$ cat src/rtl/pc_gen_pkg.sv
`default_nettype none
// +----------------------------------------------------------------------+
// | Module   : pc_gen_pkg                                                |
// | Brief    : Shared constants and state encoding for the fetch PC gen. |
// | Revision : 1.0 - initial release                                     |
// +----------------------------------------------------------------------+
package pc_gen_pkg;

  localparam int unsigned          c_INST_W   = 32;
  localparam logic [c_INST_W-1:0]  c_RESET_PC = 32'h1c00_0000;

  localparam logic [1:0] c_ST_IDLE = 2'b00;
  localparam logic [1:0] c_ST_REQ  = 2'b01;
  localparam logic [1:0] c_ST_RESP = 2'b10;
  localparam logic [1:0] c_ST_DROP = 2'b11;

  typedef enum logic [1:0] {
    ST_IDLE = c_ST_IDLE,
    ST_REQ  = c_ST_REQ,
    ST_RESP = c_ST_RESP,
    ST_DROP = c_ST_DROP
  } pc_state_e;

endpackage
`default_nettype wire

$ cat src/rtl/pc_gen_if.sv
`default_nettype none
// +----------------------------------------------------------------------+
// | Module   : pc_gen_if                                                 |
// | Brief    : Instruction-memory request/grant/response bus.            |
// | Revision : 1.0 - initial release                                     |
// +----------------------------------------------------------------------+
interface pc_gen_if;
  import pc_gen_pkg::*;

  logic                req;
  logic [c_INST_W-1:0] addr;
  logic                gnt;
  logic                rvalid;
  logic [c_INST_W-1:0] rdata;

  modport master (output req, addr, input gnt, rvalid, rdata);
  modport slave  (input req, addr, output gnt, rvalid, rdata);

endinterface
`default_nettype wire

$ cat src/rtl/pc_gen.sv
`default_nettype none
// +----------------------------------------------------------------------+
// | Module   : pc_gen                                                    |
// | Brief    : Fetch PC generator, one outstanding IROM request, branch  |
// |            redirect, registered fetch packet to decode.              |
// |            Optional: PC_GEN_ADEF_CHECK_EN adds misaligned-target trap.|
// | Revision : 1.0 - initial release                                     |
// +----------------------------------------------------------------------+
module pc_gen
  import pc_gen_pkg::*;
#(
  parameter logic [c_INST_W-1:0] RESET_PC = c_RESET_PC
) (
  input  logic                clk,
  input  logic                rstn,
  input  logic                stall,
  input  logic                br_valid,
  input  logic                br_taken,
  input  logic [c_INST_W-1:0] br_target,
  pc_gen_if.master            irom,
  output logic                if_valid,
  output logic [c_INST_W-1:0] if_pc,
  output logic [c_INST_W-1:0] if_inst,
`ifdef PC_GEN_ADEF_CHECK_EN
  output logic                adef,
`endif
  output logic                flush
);

  pc_state_e           r_state;
  pc_state_e           w_state_nxt;
  logic [c_INST_W-1:0] r_pc;
  logic [c_INST_W-1:0] w_pc_nxt;
  logic [c_INST_W-1:0] w_pc_inc;
  logic [c_INST_W-1:0] w_target;
  logic                w_redirect;
  logic                w_misaligned;
  logic                w_halted;
  logic                w_slot_busy;
  logic                w_req;
  logic                w_capture;

  logic                r_if_valid;
  logic [c_INST_W-1:0] r_if_pc;
  logic [c_INST_W-1:0] r_if_inst;
  logic                r_buf_valid;
  logic [c_INST_W-1:0] r_buf_pc;
  logic [c_INST_W-1:0] r_buf_inst;

  assign w_redirect  = br_valid & br_taken;
  assign w_pc_inc    = r_pc + 32'd4;
  assign w_slot_busy = r_if_valid & stall;
  // A parked word in the skid register blocks new requests until decode drains.
  assign w_req       = (r_state == ST_REQ) & ~w_slot_busy & ~r_buf_valid;

`ifdef PC_GEN_ADEF_CHECK_EN
  logic r_adef;

  assign w_target     = br_target;
  assign w_misaligned = w_redirect & (br_target[1:0] != 2'b00);
  assign w_halted     = r_adef;
  assign adef         = r_adef;

  always_ff @(posedge clk or negedge rstn) begin
    if (!rstn) begin
      r_adef <= 1'b0;
    end else if (w_redirect) begin
      r_adef <= w_misaligned;
    end
  end
`else
  assign w_target     = br_target & {{(c_INST_W-2){1'b1}}, 2'b00};
  assign w_misaligned = 1'b0;
  assign w_halted     = 1'b0;
`endif

  always_comb begin
    w_state_nxt = r_state;
    w_pc_nxt    = r_pc;
    w_capture   = 1'b0;
    if (w_misaligned) begin
      w_state_nxt = ST_IDLE;
      w_pc_nxt    = w_target;
    end else if (w_redirect) begin
      // Any grant or response for the old stream is dropped here.
      w_pc_nxt = w_target;
      case (r_state)
        ST_RESP: w_state_nxt = irom.rvalid ? ST_REQ : ST_DROP;
        ST_DROP: w_state_nxt = irom.rvalid ? ST_REQ : ST_DROP;
        default: w_state_nxt = ST_REQ;
      endcase
    end else begin
      case (r_state)
        ST_IDLE: begin
          if (!w_halted) begin
            w_state_nxt = ST_REQ;
          end
        end
        ST_REQ: begin
          if (w_req && irom.gnt) begin
            w_state_nxt = ST_RESP;
          end
        end
        ST_RESP: begin
          if (irom.rvalid) begin
            w_capture   = 1'b1;
            w_pc_nxt    = w_pc_inc;
            w_state_nxt = ST_REQ;
          end
        end
        ST_DROP: begin
          if (irom.rvalid) begin
            w_state_nxt = ST_REQ;
          end
        end
        default: w_state_nxt = ST_IDLE;
      endcase
    end
  end

  always_ff @(posedge clk or negedge rstn) begin
    if (!rstn) begin
      r_state <= ST_IDLE;
      r_pc    <= RESET_PC;
    end else begin
      r_state <= w_state_nxt;
      r_pc    <= w_pc_nxt;
    end
  end

  // Decode owns the slot while if_valid & stall; a word landing then is parked.
  always_ff @(posedge clk or negedge rstn) begin
    if (!rstn) begin
      r_if_valid  <= 1'b0;
      r_if_pc     <= '0;
      r_if_inst   <= '0;
      r_buf_valid <= 1'b0;
      r_buf_pc    <= '0;
      r_buf_inst  <= '0;
    end else if (w_redirect) begin
      r_if_valid  <= 1'b0;
      r_buf_valid <= 1'b0;
    end else if (w_capture) begin
      if (w_slot_busy) begin
        r_buf_valid <= 1'b1;
        r_buf_pc    <= r_pc;
        r_buf_inst  <= irom.rdata;
      end else begin
        r_if_valid <= 1'b1;
        r_if_pc    <= r_pc;
        r_if_inst  <= irom.rdata;
      end
    end else if (!w_slot_busy) begin
      r_if_valid  <= r_buf_valid;
      r_buf_valid <= 1'b0;
      if (r_buf_valid) begin
        r_if_pc   <= r_buf_pc;
        r_if_inst <= r_buf_inst;
      end
    end
  end

  assign irom.req  = w_req;
  assign irom.addr = r_pc;
  assign flush     = w_redirect;
  assign if_valid  = r_if_valid;
  assign if_pc     = r_if_pc;
  assign if_inst   = r_if_inst;

endmodule
`default_nettype wire

$ cat src/flat_wrapper.sv
// flat-port wrapper written by rule: the top's interface ports become plain ports
module pc_gen_flat import pc_gen_pkg::*;
#(
  parameter logic [c_INST_W-1:0] RESET_PC = c_RESET_PC
)
  (clk, rstn, stall, br_valid, br_taken, br_target, if_valid, if_pc, if_inst, flush, irom_req, irom_addr, irom_gnt, irom_rvalid, irom_rdata);
  pc_gen_if irom_i ();
  input  logic clk;
  input  logic rstn;
  input  logic stall;
  input  logic br_valid;
  input  logic br_taken;
  input  logic [c_INST_W-1:0] br_target;
  output logic if_valid;
  output logic [c_INST_W-1:0] if_pc;
  output logic [c_INST_W-1:0] if_inst;
  output logic flush;
  output wire logic [$bits(irom_i.req)-1:0] irom_req;
  output wire logic [$bits(irom_i.addr)-1:0] irom_addr;
  input wire logic [$bits(irom_i.gnt)-1:0] irom_gnt;
  input wire logic [$bits(irom_i.rvalid)-1:0] irom_rvalid;
  input wire logic [$bits(irom_i.rdata)-1:0] irom_rdata;
  assign irom_req = irom_i.req;
  assign irom_addr = irom_i.addr;
  assign irom_i.gnt = irom_gnt;
  assign irom_i.rvalid = irom_rvalid;
  assign irom_i.rdata = irom_rdata;
  pc_gen #(.RESET_PC(RESET_PC)) u_core (.clk(clk), .rstn(rstn), .stall(stall), .br_valid(br_valid), .br_taken(br_taken), .br_target(br_target), .irom(irom_i), .if_valid(if_valid), .if_pc(if_pc), .if_inst(if_inst), .flush(flush));
endmodule
$ cat config.mk
export PLATFORM = sky130hd
export DESIGN_NAME = pc_gen_flat
export DESIGN_NICKNAME = d
export VERILOG_FILES = /design/src/rtl/pc_gen_pkg.sv /design/src/rtl/pc_gen_if.sv /design/src/rtl/pc_gen.sv /design/src/flat_wrapper.sv
export SDC_FILE = /design/constraint.sdc
export NUM_CORES = 1
export LEC_CHECK = 0
export ABC_AREA = 1
export BUFFER_PORTS_ARGS = -buffer_cell sky130_fd_sc_hd__buf_2
export CORE_MARGIN = 3
export CORE_UTILIZATION = 34
export CTS_BUF_LIST = sky130_fd_sc_hd__clkbuf_4 sky130_fd_sc_hd__clkbuf_8 sky130_fd_sc_hd__clkbuf_16
export CTS_CLUSTER_SIZE = 40
export DETAILED_ROUTE_END_ITERATION = 6
export GPL_ROUTABILITY_DRIVEN = 0
export PLACE_DENSITY = 0.51
export SLEW_MARGIN = 20
export SYNTH_ARGS = -nofsm -noshare
export SYNTH_HDL_FRONTEND = slang
export SYNTH_SLANG_ARGS = --single-unit
$ cat constraint.sdc
create_clock -name clk -period 1.78 [get_ports clk]
set_clock_uncertainty 0.05 [all_clocks]
set_input_delay 0.267 -clock clk [delete_from_list [all_inputs] [get_ports clk]]
set_output_delay 0.267 -clock clk [all_outputs]
set_load 0.1 [all_outputs]
==> impl_metrics.env <==
export IMPL_netlist_instances=958
export IMPL_hold_violations=0
export IMPL_rows=53
export IMPL_layout_nets=1230
export IMPL_crit_type="flop to primary output"
export IMPL_clkTransAtPathRegs_ps=70
export IMPL_grt_usage=0.193
export IMPL_dieArea_um2=23800
export IMPL_synthesis_area_um2=7480
export IMPL_drcViolationCount=0
export IMPL_cts_path_max_buffers=2
export IMPL_yosysUniqueCellTypes=32
export IMPL_power_density_nw_per_um2=1740
export IMPL_fin_cells=1447
export IMPL_critPathLaunchType="flop"
export IMPL_antenna_found_initial=3
export IMPL_grt_pass1_vias=6684
export IMPL_r2r_end="u_core.r_buf_pc[18]"
export IMPL_max_freq_mhz=575
export IMPL_dpl_cell_area_um2=8900
export IMPL_numPortBuffers=163
export IMPL_grt_max_degree=62
export IMPL_syn_avg_cell_area_um2=7.81
export IMPL_synth_top_area_share=0.518
export IMPL_vias=6811
export IMPL_grt_pass1_wl_um=36900
export IMPL_min_period_ps=1740
export IMPL_vdd_ir_drop_max_uv=902
export IMPL_endpoint="irom_req"
export IMPL_rr_startpoint="u_core.r_state[0]"
export IMPL_ff2ff_path_depth=7
export IMPL_synth_top_area_cell="dfrtp_1"
export IMPL_tritoncts="yes"
export IMPL_io_pin_count=170
export IMPL_dp_hpwl_um=15300
export IMPL_ys_seq_area_frac=0.529
export IMPL_reg2reg_slack_ps=140
export IMPL_outcome="finished clean"
export IMPL_async_reset_ff_frac=1.00
export IMPL_die_y_um=154
export IMPL_worstPathArrival_ps=1420
export IMPL_drv_slew=0
export IMPL_firstDrtPassIters=5
export IMPL_grt_overflow=0
export IMPL_post_drt_wl_per_cell_um=15.6
export IMPL_drt_iter0_drc=376
export IMPL_cts_buffers=17
export IMPL_detail_route_antenna_nets=0
export IMPL_synth_area_leaders="dfrtp_1, nand2_1, o21ai_0, inv_1, nor2_1"
export IMPL_crit_path_start="u_core.if_valid"
export IMPL_slew_headroom=0.653
export IMPL_postLayoutCellArea_um2=9820
export IMPL_clock_latency_ps=430
export IMPL_required_ps=1460
export IMPL_ys_ff_latch=158
export IMPL_drt_total_wl_um=22600
export IMPL_via_per_inst=4.71
export IMPL_setup_viol=0
export IMPL_ys_warn_count=0
export IMPL_cp_end_kind="primary output"
export IMPL_hold_ws_ps=11.9
export IMPL_cts_max_level=4
export IMPL_cts_sinks=158
export IMPL_drive_above_1_share=0.241
export IMPL_hp_class="input port to flop"
export IMPL_rsz0062_at_grt="true"
export IMPL_clock_root_buffer="clkbuf_16"
export IMPL_die_w_um=154
export IMPL_p_leak_nw=5.06
export IMPL_worst_slew_pin_slew_ps=523
export IMPL_drv_cap=0
export IMPL_synth_main_ff_cell="dfrtp_1"
export IMPL_fin_crit_sh=0.977
export IMPL_start_util=0.350
export IMPL_crit_fanout=2
export IMPL_core_area_um2=21400
export IMPL_dpl_cell_count=1386
export IMPL_synth_edf_count=0
export IMPL_area_growth_pct=31.3
## kinds of logic after synthesis
group / share of synthesized area
AOI/OAI and AO/OA: 0.110
xor gates and xnor gates: 0.00468
adders and majority gates: 0.00167
buffers and inverters: 0.0768
DFF: 0.529
other: 0.000501
and+or+nand+nor: 0.278
## area by class of cell
class,count,area (um2)
multi-input combinational,671,3020
clock inverter,14,170
sequential,158,4000
antenna,1,2.50
clock buffer,18,439
fill,2184,11500
tap,275,344
timing repair buffer,227,1530
inverter,83,320
## flip-flops by register name (all words and copies together), names as in the netlist
register	flops
u_core.irom.addr	30
u_core.r_buf_valid	1
u_core.r_buf_pc	30
u_core.if_valid	1
u_core.r_buf_inst	32
u_core.r_state	2
u_core.if_inst	32
u_core.if_pc	30
## synth_stat cells (4+ instances only)
library cell	count
nand3b_1	9
nand3_1	42
nor3_1	4
clkbuf_1	16
nand4_1	11
buf_2	20
nand2_1	362
inv_1	79
o21ai_1	26
o22ai_1	35
nor2_1	77
xor2_1	4
dfrtp_1	155
buf_4	7
o21ai_0	79
## worst max-delay path, stage by stage (launching register included)
cell and delay, ps:
dfrtp_4 490, nand2_4 70, nand4_1 130, clkinvlp_4 130, buf_12 170
## per-stage QoR
step | power (W) | worst slack, ps | util | setup TNS, ps
after floorplan | 0.0116 | -68.6 | - | -127
final | 0.0171 | 40.9 | 0.460 | 0
after CTS | 0.0172 | -3.36 | 0.458 | -3.36
after global placement | 0.0132 | 98.4 | 0.417 | 0
after global routing | 0.0179 | -22.2 | 0.460 | -30.2
after detailed placement | 0.0133 | 52.1 | 0.417 | 0
## how the worst min path moves through the flow
stage / from / slack (ps) / end / cells after the start
after global placement: rstn / 170 / u_core.r_buf_inst[11] / 1
final: br_target[4] / 10 / u_core.irom.addr[4] / 3
after floorplan: rstn / -80 / u_core.if_inst[0] / 0
after global routing: br_target[3] / 20 / u_core.irom.addr[3] / 3
after CTS: br_target[4] / 0.3 / u_core.irom.addr[4] / 3
after detailed placement: rstn / 170 / u_core.r_buf_inst[11] / 1
## what timing repair did
item	4_1_cts	5_1_grt
hold buffers	25	0
buffers inserted	2	1
endpoints found under the setup margin	3	11
cloned	0	0
hold endpoints to repair	54	0
resized for setup	2	8
pin swaps	2	2
## routing by layer
metal / up-vias / track usage / share of wire
li1: 3455 / - / -
met1: 3172 / 0.282 / 0.49
met2: 147 / 0.290 / 0.45
met3: 33 / 0.0409 / 0.049
met4: 4 / 0.0593 / 0.016
met5: - / 0 / 0.00075
## report_power, final
| part | internal, W | switching, W | total [W] |
|---|---|---|---|
| Combinational | 0.00135 | 0.00674 | 0.00809 |
| Sequential | 0.00453 | 0.000649 | 0.00518 |
| Clock | 0.00216 | 0.00165 | 0.00382 |
| Total | 0.00805 | 0.00904 | 0.0171 |
## cells in the final DEF, fill, tap and decap left out, types with 25 or more instances in the layout
master,synthesis,routed
nand2_1,362,361
buf_4,7,30
buf_2,20,157
o21ai_1,26,26
o21ai_0,79,79
o22ai_1,35,35
dfrtp_1,155,130
inv_1,79,78
nand3_1,42,40
dlygate4sd3_1,0,25
nor2_1,77,74
(Power assumes the default switching activity.)
